`config.mk`:
```
export PLATFORM = sky130hd
export DESIGN_NAME = morse_encoder_flat
export DESIGN_NICKNAME = d
export VERILOG_FILES = /design/src/rtl/morse_encoder_pkg.sv /design/src/rtl/morse_encoder_if.sv /design/src/rtl/morse_encoder_unit_timer.sv /design/src/rtl/morse_encoder.sv /design/src/flat_wrapper.sv
export SDC_FILE = /design/constraint.sdc
export NUM_CORES = 1
export LEC_CHECK = 0
export CAP_MARGIN = 15
export CORE_MARGIN = 2
export CORE_UTILIZATION = 45
export DETAILED_ROUTE_END_ITERATION = 12
export PLACE_DENSITY_LB_ADDON = 0.1
export SYNTH_ARGS = -nofsm -noshare
export SYNTH_HDL_FRONTEND = slang
export SYNTH_SLANG_ARGS = --single-unit
```
`constraint.sdc`:
```
create_clock -name CLOCK_50 -period 4.3 [get_ports CLOCK_50]
set_input_delay 0.645 -clock CLOCK_50 [delete_from_list [all_inputs] [get_ports CLOCK_50]]
set_output_delay 0.645 -clock CLOCK_50 [all_outputs]
set_load 0.02 [all_outputs]
```
`src/rtl/morse_encoder_pkg.sv`:
```
// Shared types, phase durations and the A-Z Morse table for the letter encoder.
package morse_pkg;

    typedef enum logic [1:0] {
        IDLE = 2'd0,
        MARK = 2'd1,
        GAP  = 2'd2,
        TAIL = 2'd3
    } state_t;

    localparam logic [1:0] DOT_UNITS  = 2'd1;
    localparam logic [1:0] DASH_UNITS = 2'd3;
    localparam logic [1:0] GAP_UNITS  = 2'd1;
    localparam logic [1:0] TAIL_UNITS = 2'd3;

    localparam logic [4:0] LETTER_MAX = 5'd25;

    // Returns {len[2:0], pattern[3:0]}; pattern is MSB first, 1 = dash, left-aligned.
    function automatic logic [6:0] morse_lookup(input logic [4:0] letter);
        logic [6:0] entry;
        case (letter)
            5'd0:    entry = {3'd2, 4'b0100}; // A .-
            5'd1:    entry = {3'd4, 4'b1000}; // B -...
            5'd2:    entry = {3'd4, 4'b1010}; // C -.-.
            5'd3:    entry = {3'd3, 4'b1000}; // D -..
            5'd4:    entry = {3'd1, 4'b0000}; // E .
            5'd5:    entry = {3'd4, 4'b0010}; // F ..-.
            5'd6:    entry = {3'd3, 4'b1100}; // G --.
            5'd7:    entry = {3'd4, 4'b0000}; // H ....
            5'd8:    entry = {3'd2, 4'b0000}; // I ..
            5'd9:    entry = {3'd4, 4'b0111}; // J .---
            5'd10:   entry = {3'd3, 4'b1010}; // K -.-
            5'd11:   entry = {3'd4, 4'b0100}; // L .-..
            5'd12:   entry = {3'd2, 4'b1100}; // M --
            5'd13:   entry = {3'd2, 4'b1000}; // N -.
            5'd14:   entry = {3'd3, 4'b1110}; // O ---
            5'd15:   entry = {3'd4, 4'b0110}; // P .--.
            5'd16:   entry = {3'd4, 4'b1101}; // Q --.-
            5'd17:   entry = {3'd3, 4'b0100}; // R .-.
            5'd18:   entry = {3'd3, 4'b0000}; // S ...
            5'd19:   entry = {3'd1, 4'b1000}; // T -
            5'd20:   entry = {3'd3, 4'b0010}; // U ..-
            5'd21:   entry = {3'd4, 4'b0001}; // V ...-
            5'd22:   entry = {3'd3, 4'b0110}; // W .--
            5'd23:   entry = {3'd4, 4'b1001}; // X -..-
            5'd24:   entry = {3'd4, 4'b1011}; // Y -.--
            5'd25:   entry = {3'd4, 4'b1100}; // Z --..
            default: entry = 7'd0;
        endcase
        return entry;
    endfunction

endpackage

```
`src/rtl/morse_encoder_if.sv`:
```
// Handshake and light-output bundle between a letter source and the encoder.
interface morse_encoder_if;
    logic [4:0] letter;
    logic       start;
    logic       abort;
    logic       z;
    logic       busy;
    logic       done;
    logic       err;

    modport master (output letter, start, abort, input z, busy, done, err);
    modport slave  (input letter, start, abort, output z, busy, done, err);
endinterface

```
`src/rtl/morse_encoder_unit_timer.sv`:
```
// Phase timer: loads units x UNIT_CYCLES, counts down, strobes expire on the last cycle.
module morse_unit_timer #(
    parameter int UNIT_CYCLES = 25_000_000
) (
    input  logic       clk,
    input  logic       rst_n,
    input  logic       load_i,
    input  logic [1:0] units_i,
    output logic       expire_o
);
    localparam int W = $clog2(3 * UNIT_CYCLES);
    localparam logic [W-1:0] LD1 = W'(UNIT_CYCLES);
    localparam logic [W-1:0] LD2 = W'(2 * UNIT_CYCLES);
    localparam logic [W-1:0] LD3 = W'(3 * UNIT_CYCLES);

    logic [W-1:0] cnt_q, cnt_d;

    // Reload wins over counting; a load of zero units parks the counter.
    always_comb begin
        cnt_d = cnt_q;
        if (load_i) begin
            case (units_i)
                2'd1:    cnt_d = LD1;
                2'd2:    cnt_d = LD2;
                2'd3:    cnt_d = LD3;
                default: cnt_d = '0;
            endcase
        end else if (cnt_q != '0) begin
            cnt_d = cnt_q - 1'b1;
        end
    end

    // Counter register.
    always_ff @(posedge clk or negedge rst_n) begin
        if (!rst_n) cnt_q <= '0;
        else        cnt_q <= cnt_d;
    end

    assign expire_o = (cnt_q == W'(1));
endmodule

```
`src/rtl/morse_encoder.sv`:
```
// Morse letter transmitter: FSM, symbol shift register and symbol counter.
//   state | meaning
//   IDLE  | waiting for start; z=0, busy=0
//   MARK  | light on for one dot (1 unit) or dash (3 units)
//   GAP   | light off for 1 unit between symbols
//   TAIL  | light off for 3 units after the last symbol, then done
module morse_encoder
    import morse_pkg::*;
#(
    parameter int UNIT_CYCLES = 25_000_000,
    parameter int MAX_LEN     = 4
) (
    input  logic            CLOCK_50,
    input  logic            resetn,
    morse_encoder_if.slave  bus
);
    state_t               state_q, state_d;
    logic [MAX_LEN-1:0]   pat_q, pat_d;
    logic [2:0]           len_q, len_d;
    logic                 z_q, busy_q, done_q, err_q;
    logic                 done_d, err_d;
    logic                 tmr_load;
    logic [1:0]           tmr_units;
    logic                 expire;
    logic [6:0]           entry;

    assign entry = morse_lookup(bus.letter);

    morse_unit_timer #(.UNIT_CYCLES(UNIT_CYCLES)) u_timer (
        .clk      (CLOCK_50),
        .rst_n    (resetn),
        .load_i   (tmr_load),
        .units_i  (tmr_units),
        .expire_o (expire)
    );

    // Next-state, datapath and timer-reload decisions.
    always_comb begin
        state_d   = state_q;
        pat_d     = pat_q;
        len_d     = len_q;
        done_d    = 1'b0;
        err_d     = 1'b0;
        tmr_load  = 1'b0;
        tmr_units = 2'd0;
        case (state_q)
            IDLE: begin
                if (bus.start && !busy_q && !bus.abort) begin
                    if (bus.letter > LETTER_MAX) begin
                        err_d = 1'b1;
                    end else begin
                        len_d     = entry[6:4];
                        pat_d     = entry[MAX_LEN-1:0];
                        state_d   = MARK;
                        tmr_load  = 1'b1;
                        tmr_units = entry[MAX_LEN-1] ? DASH_UNITS : DOT_UNITS;
                    end
                end
            end
            MARK: begin
                if (bus.abort) begin
                    state_d  = IDLE;
                    tmr_load = 1'b1;
                end else if (expire) begin
                    pat_d    = pat_q << 1;
                    len_d    = len_q - 3'd1;
                    tmr_load = 1'b1;
                    if (len_q != 3'd1) begin
                        state_d   = GAP;
                        tmr_units = GAP_UNITS;
                    end else begin
                        state_d   = TAIL;
                        tmr_units = TAIL_UNITS;
                    end
                end
            end
            GAP: begin
                if (bus.abort) begin
                    state_d  = IDLE;
                    tmr_load = 1'b1;
                end else if (expire) begin
                    state_d   = MARK;
                    tmr_load  = 1'b1;
                    tmr_units = pat_q[MAX_LEN-1] ? DASH_UNITS : DOT_UNITS;
                end
            end
            TAIL: begin
                if (bus.abort) begin
                    state_d  = IDLE;
                    tmr_load = 1'b1;
                end else if (expire) begin
                    state_d  = IDLE;
                    done_d   = 1'b1;
                    tmr_load = 1'b1;
                end
            end
            default: state_d = IDLE;
        endcase
    end

    // State, datapath and outputs; outputs follow the next state so they change with it.
    always_ff @(posedge CLOCK_50 or negedge resetn) begin
        if (!resetn) begin
            state_q <= IDLE;
            pat_q   <= '0;
            len_q   <= '0;
            z_q     <= 1'b0;
            busy_q  <= 1'b0;
            done_q  <= 1'b0;
            err_q   <= 1'b0;
        end else begin
            state_q <= state_d;
            pat_q   <= pat_d;
            len_q   <= len_d;
            z_q     <= (state_d == MARK);
            busy_q  <= (state_d != IDLE);
            done_q  <= done_d;
            err_q   <= err_d;
        end
    end

    assign bus.z    = z_q;
    assign bus.busy = busy_q;
    assign bus.done = done_q;
    assign bus.err  = err_q;
endmodule

```
`src/flat_wrapper.sv`:
```
// flat-port wrapper written by rule: the top's interface ports become plain ports
module morse_encoder_flat import morse_pkg::*;
#(
    parameter int UNIT_CYCLES = 25_000_000,
    parameter int MAX_LEN     = 4
)
  (CLOCK_50, resetn, bus_letter, bus_start, bus_abort, bus_z, bus_busy, bus_done, bus_err);
  morse_encoder_if bus_i ();
  input  logic CLOCK_50;
  input  logic resetn;
  input wire logic [$bits(bus_i.letter)-1:0] bus_letter;
  input wire logic [$bits(bus_i.start)-1:0] bus_start;
  input wire logic [$bits(bus_i.abort)-1:0] bus_abort;
  output wire logic [$bits(bus_i.z)-1:0] bus_z;
  output wire logic [$bits(bus_i.busy)-1:0] bus_busy;
  output wire logic [$bits(bus_i.done)-1:0] bus_done;
  output wire logic [$bits(bus_i.err)-1:0] bus_err;
  assign bus_i.letter = bus_letter;
  assign bus_i.start = bus_start;
  assign bus_i.abort = bus_abort;
  assign bus_z = bus_i.z;
  assign bus_busy = bus_i.busy;
  assign bus_done = bus_i.done;
  assign bus_err = bus_i.err;
  morse_encoder #(.UNIT_CYCLES(UNIT_CYCLES), .MAX_LEN(MAX_LEN)) u_core (.CLOCK_50(CLOCK_50), .resetn(resetn), .bus(bus_i));
endmodule
```
Word level (Yosys, flattened, before mapping)
Memories as Yosys holds them, arrays and structs flattened.
Cells that the tools add are included.
{"block": "totals", "register_bits": 40, "mem_bits_ro": 224, "inputBits": 9, "out_inout_bits": 4, "wordCells": 79, "n_memories": 1}
{"block": "op_classes", "addsub": 2, "n_lt_le_gt_ge": 1, "eq_ne": 13, "n_mux": 43, "reduce_logical": 11}
{"memory": "(no name shown)", "depth": 32, "word_bits": 7, "rd": 1, "rd_clocked_by_memory_dff": 0, "wr": 0, "line": "morse_encoder_pkg.sv:21", "source": "case (letter)"}
{"operator": "27-bit one-hot mux with 3 select lines", "count": 1}
{"operator": "27-bit 2-to-1 mux", "count": 2}
{"operator": "2-bit 2-to-1 mux", "count": 17}
{"operator": "27-bit by 1-bit == test with 1-bit output (second input constant)", "count": 1}
{"operator": "27-bit nonzero test", "count": 1}
{"operator": "27-bit by 1-bit subtractor with 27-bit output (second input constant)", "count": 1}
{"operator": "4-bit 2-to-1 mux", "count": 4}
{"operator": "3-bit 2-to-1 mux", "count": 4}
{"operator": "1-bit 2-to-1 mux", "count": 10}
{"operator": "2-bit == test (second input constant)", "count": 4}
{"operator": "2-bit one-hot mux with 4 select lines", "count": 1}
{"operator": "4-bit one-hot mux with 2 select lines", "count": 1}
{"operator": "2-bit by 1-bit == test with 1-bit output (second input constant)", "count": 3}
{"operator": "2-bit one-hot mux with 3 select lines", "count": 1}
{"operator": "3-bit one-hot mux with 2 select lines", "count": 1}
{"operator": "2-bit nonzero test", "count": 3}
{"operator": "5-bit > comparator (second input constant)", "count": 1}
{"operator": "5-bit AND reduction", "count": 1}
{"operator": "2-bit by 1-bit inequality test with 1-bit output (second input constant)", "count": 2}
{"operator": "2-bit inequality test (second input constant)", "count": 2}
{"operator": "3-bit by 1-bit inequality test with 1-bit output (second input constant)", "count": 1}
{"operator": "3-bit OR reduction", "count": 1}
{"operator": "3-bit by 1-bit subtractor with 3-bit output (second input constant)", "count": 1}
{"operator": "1-bit logical AND", "count": 2}
{"operator": "other kinds (3)", "count": 4}

Longest topological paths before layout
{"block": "depth", "ltp_word": 8, "depth_mapped": 11, "mapped_depth_nobuf": 10}

Cells and area by module
From an unflattened synthesis, not the netlist that was laid out.
{"block": "unflattened", "hier_cells": 307, "hier_area_um2": 2760.1}
{"mod": "morse_unit_timer", "instances": 1, "cells_each": 168, "area_per_inst_um2": 1595.3, "seq_area_each_um2": 675.6}
{"mod": "morse_encoder", "instances": 1, "cells_each": 139, "area_per_inst_um2": 1164.9, "seq_area_each_um2": 325.3}

Worst setup path before layout
OpenSTA, ideal clock, no wires.
{"block": "synth_timing", "kind": "input -> register", "startpoint": "input port bus_letter[0]", "endpoint": "register u_core.u_timer.cnt_q[12]", "setup_time_ns": 0.125, "arrival_time_ns": 2.526, "required_time_ns": 4.175, "path_slack_ns": 1.649, "stages": 10, "path_buffers": 1, "cell_sequence": "clkbuf_1 -> inv_1 -> ha_1 -> nor2_1 -> a21oi_1 -> a211oi_1 -> o31ai_1 -> o31a_1 -> ha_1 -> mux2_4"}
{"block": "synth_between", "elab_chain_len": 8, "word_cells_on_any_way": 15, "cone_classes": "order compare: 1; eq/ne: 3; mux: 9; reduce/logical: 1; memory: 1"}
{"element": "start: declaration", "line": "flat_wrapper.sv:11", "source": "input wire logic [$bits(bus_i.letter)-1:0] bus_letter;"}
{"element": "memory 32 x 7 bit"}
{"element": "2-bit 2-to-1 mux", "line": "morse_encoder.sv:56", "source": "tmr_units = entry[MAX_LEN-1] ? DASH_UNITS : DOT_UNITS;"}
{"element": "2-bit 2-to-1 mux", "line": "morse_encoder.sv:49", "source": "if (bus.letter > LETTER_MAX) begin"}
{"element": "2-bit 2-to-1 mux", "line": "morse_encoder.sv:48", "source": "if (bus.start && !busy_q && !bus.abort) begin"}
{"element": "2-bit one-hot mux with 3 select lines", "line": "morse_encoder.sv:46", "source": "case (state_q)"}
{"element": "2-bit == test / 2-bit by 1-bit == test with 1-bit output (equally long branches)", "line": "morse_encoder_unit_timer.sv:22", "source": "case (units_i)"}
{"element": "27-bit one-hot mux with 3 select lines", "line": "morse_encoder_unit_timer.sv:22"}
{"element": "27-bit 2-to-1 mux", "line": "morse_encoder_unit_timer.sv:21", "source": "if (load_i) begin"}
{"element": "end signal: assignment", "line": "morse_encoder_unit_timer.sv:36", "source": "else cnt_q <= cnt_d;"}
{"element": "end: declaration", "line": "morse_encoder_unit_timer.sv:16", "source": "logic [W-1:0] cnt_q, cnt_d;"}
Several ways; a longest one is shown, not always the timed one.
A chain may end at the register's enable or synchronous reset.

Worst setup path after layout
{"block": "layout_timing", "startpoint": "input port bus_letter[0]", "endpoint": "register u_core.u_timer.cnt_q[21]"}
Same word-level chain as after synthesis.

==> results by group <==
Clocking
  – CTS Hold Bufs: 0
  – Setup Buffers After CTS: 0
  – H-tree depth: 2
  – TritonCTS Sinks: 40
  – CTS buffer count: 5
  – Clock latency on the worst-skew pair: 290 ps
  – CTS tree: yes
  – CTS root buffer: clkbuf_8
  – Clk buf depth: 2
  – Clk slew on worst S/H paths: about 80 ps
  – CTS resizes: 0

Yosys
  – Share of the synthesized area in the top cell type: 34.51%
  – Post-Syn Area: 0.002900 mm^2
  – Post-synth EDFFs: 0
  – Post-synthesis cell count: 310
  – Syn avg cell area: 9.356 um^2
  – Library cells used by synthesis: 64
  – Async SR Flop Fraction: 100.0%
  – Largest area contributor in the netlist: dfrtp_1
  – Synth area leaders: dfrtp_1 35%, ha_1 5.6%, xnor2_1 4.5%
  – Yosys warns: 0
  – Register bit count reported by yosys: 40
  – Post-synth top cells: 40 x dfrtp_1, 27 x nor2_1, 17 x nand2_1
  – Syn Nets: roughly 330
  – Most common cell in the netlist: dfrtp_1
  – Share of the yosys chip area belonging to registers: approximately 35%
  – Synth Flop Type: dfrtp_1

Critical path
  – CP Max Fanout: 11
  – Worst Path Class, Setup: primary input to flip-flop
  – Family with the most delay on the worst path: compound AO/OA/AOI/OAI gates
  – Cell Chain, Critical Path: clkdlybuf4s50_1 -> inv_1 -> ha_1 -> nor2_1 -> a21oi_1 -> a211oi_1 -> o31ai_1 -> o31a_1 -> ha_1 -> o22ai_1
  – WP buf/inv: 2
  – Worst setup EP type: flip-flop
  – CP max stage cell: clkdlybuf4s50_1
  – Worst path max stage delay: between 600 and 700 ps
  – Crit path launch type: primary input
  – Most frequent CP cell: ha_1
  – Critical path arrival: approximately 3300 ps
  – Critical path required time: about 4400 ps

Timing
  – WHS: 472.4 ps
  – Worst-Margin Slew: 910.1 ps
  – Final Skew: 4.614 ps
  – Setup tns final: 0 ps
  – RSZ-0062 raised after global routing: false
  – Relative slew slack: 39.33%
  – Fin crit period: 3134 ps
  – Final Max Slew Viols: 0
  – Max frequency: 0.3191 GHz
  – Fin crit share: about 73%
  – Final Hold Violating Endpoints: 0
  – Final setup violation count: 0

Floorplanning
  – IO Pins: 13
  – Die height: around 84 um
  – Die W: 84.28 um
  – Core Box Area: 0.006277 mm^2
  – Floorplan row count: 29
  – Die ar.: approximately 0.0071 mm^2
  – Starting Density: 46.20%

Route
  – Post-DRT Antenna Nets: 0
  – Residual DRC: 0
  – Final WL: 6.959 mm
  – DR pass1 iterations: 4
  – Total number of vias: 2380
  – Via-per-instance ratio: 6.118
  – Per-cell routed wire length: 17.89 um
  – Initial DRC count: 140

Pwr
  – Peak supply drop: 0.0002988 V
  – Power Dens Cells: between 500 and 600 mW/mm^2
  – Leakage power total: 1.287 nW

GRT
  – GR Util met2: 33.48%
  – First-pass GRT wire length: 11.79 mm
  – Met1 usage: 27.86%
  – Grt peak-use layer: met2
  – GRT overflow: 0
  – Initial antenna violation count: 0
  – Largest net degree at the start of global routing: 41
  – Met3 usage: 3.048%
  – Tot GR Track Use: approximately a fifth
  – Number of global-route vias before repair: 2345

Placement
  – Placed Cells: 381
  – Routability cong.: 0.8867
  – IO Port Bufs: 12
  – HPWL after DPL: 4.992 mm
  – Dpl cell area: 0.003005 mm^2

Finish
  – P&R area growth vs syn: 7.981%
  – Post-layout nets: 333
  – N_diodes: 0
  – Layout cells sized above 1: 10.58%
  – Design area: 0.003132 mm^2
  – # fillers: 613
  – Final core occ: 49.89%
  – Non-Filler Instances: about 400

Hold path
  – Hold WC Path Type: primary input to async pin

Run
  – Max Cap Violations: 0

Outcome
  – Status: finished, final reports clean
==> stage by stage <==
stage | worst slack (ps) | total power (W)
finish | 1166 | 0.001830
global route | 950.0 | 0.001964
CTS | 1186 | 0.001834
detailed placement | 888.8 | 0.001486
global placement | 982.6 | 0.001482
floorplan | 1649 | 0.001331
==> layout make-up <==
cell class / instances / area, um^2 / share of cell area, %
sequential: 40 / 1001 / 31.96
clock buffer: 7 / 96.34 / 3.076
clock inverter: 1 / 30.03 / 0.9589
tap: 77 / 96.34 / 3.076
inverter: 12 / 45.04 / 1.438
timing repair buffer: 14 / 130.1 / 4.155
multi-input combinational: 238 / 1733 / 55.33
==> layout by cell type (no fill, tap or decap), types with 8 or more instances in the layout <==
cell,instances
a31oi_1,8
nand2_1,17
clkdlybuf4s50_1,11
xnor2_1,15
nor2_1,27
nand3_1,8
a21oi_1,10
dfrtp_1,40
ha_1,13
inv_1,12
xor2_1,9
nor3_1,16
==> flip-flops by register name (all words and copies together) (netlist names) <==
register	flops
u_core.u_timer.cnt_q	27
u_core.pat_q	4
u_core.len_q	3
u_core.state_q	2
u_core.bus.busy	1
u_core.bus.done	1
u_core.bus.err	1
u_core.bus.z	1
==> logic make-up after synthesis <==
kind of cell	synth area share, %
buf+inv	5.737
fa+ha+maj	5.608
mux	5.177
flops	34.51
simple gates	24.55
compound gates	17.17
xor+xnor	7.248
==> power by group <==
part	leakage, nW	switching (W)	internal (W)
sequential	0.525	0.000153	0.000504
clock	0.0645	0.000136	0.000205
combinational	0.697	0.000469	0.000363
==> metal layers <==
layer,up-vias,wire (um)
met5,-,0
met4,0,169
met3,15,179
met2,50,3376
met1,1173,3233
li1,1142,-
==> path summary, 6_finish.rpt <==
kind / from / to / slack (ps) / depth (start not counted)
max reg2reg: u_core.u_timer.cnt_q[8] / u_core.u_timer.cnt_q[7] / 1420 / 7
max: bus_letter[0] / u_core.u_timer.cnt_q[21] / 1170 / 10
min in group CLOCK_50: u_core.pat_q[0] / u_core.pat_q[0] / 490 / 1
min reg2reg: u_core.pat_q[0] / u_core.pat_q[0] / 490 / 1
max in group asynchronous: resetn / u_core.bus.done / 3250 / 1
min: resetn / u_core.u_timer.cnt_q[19] / 470 / 1
No activity file was read; power rests on OpenSTA's default activity.
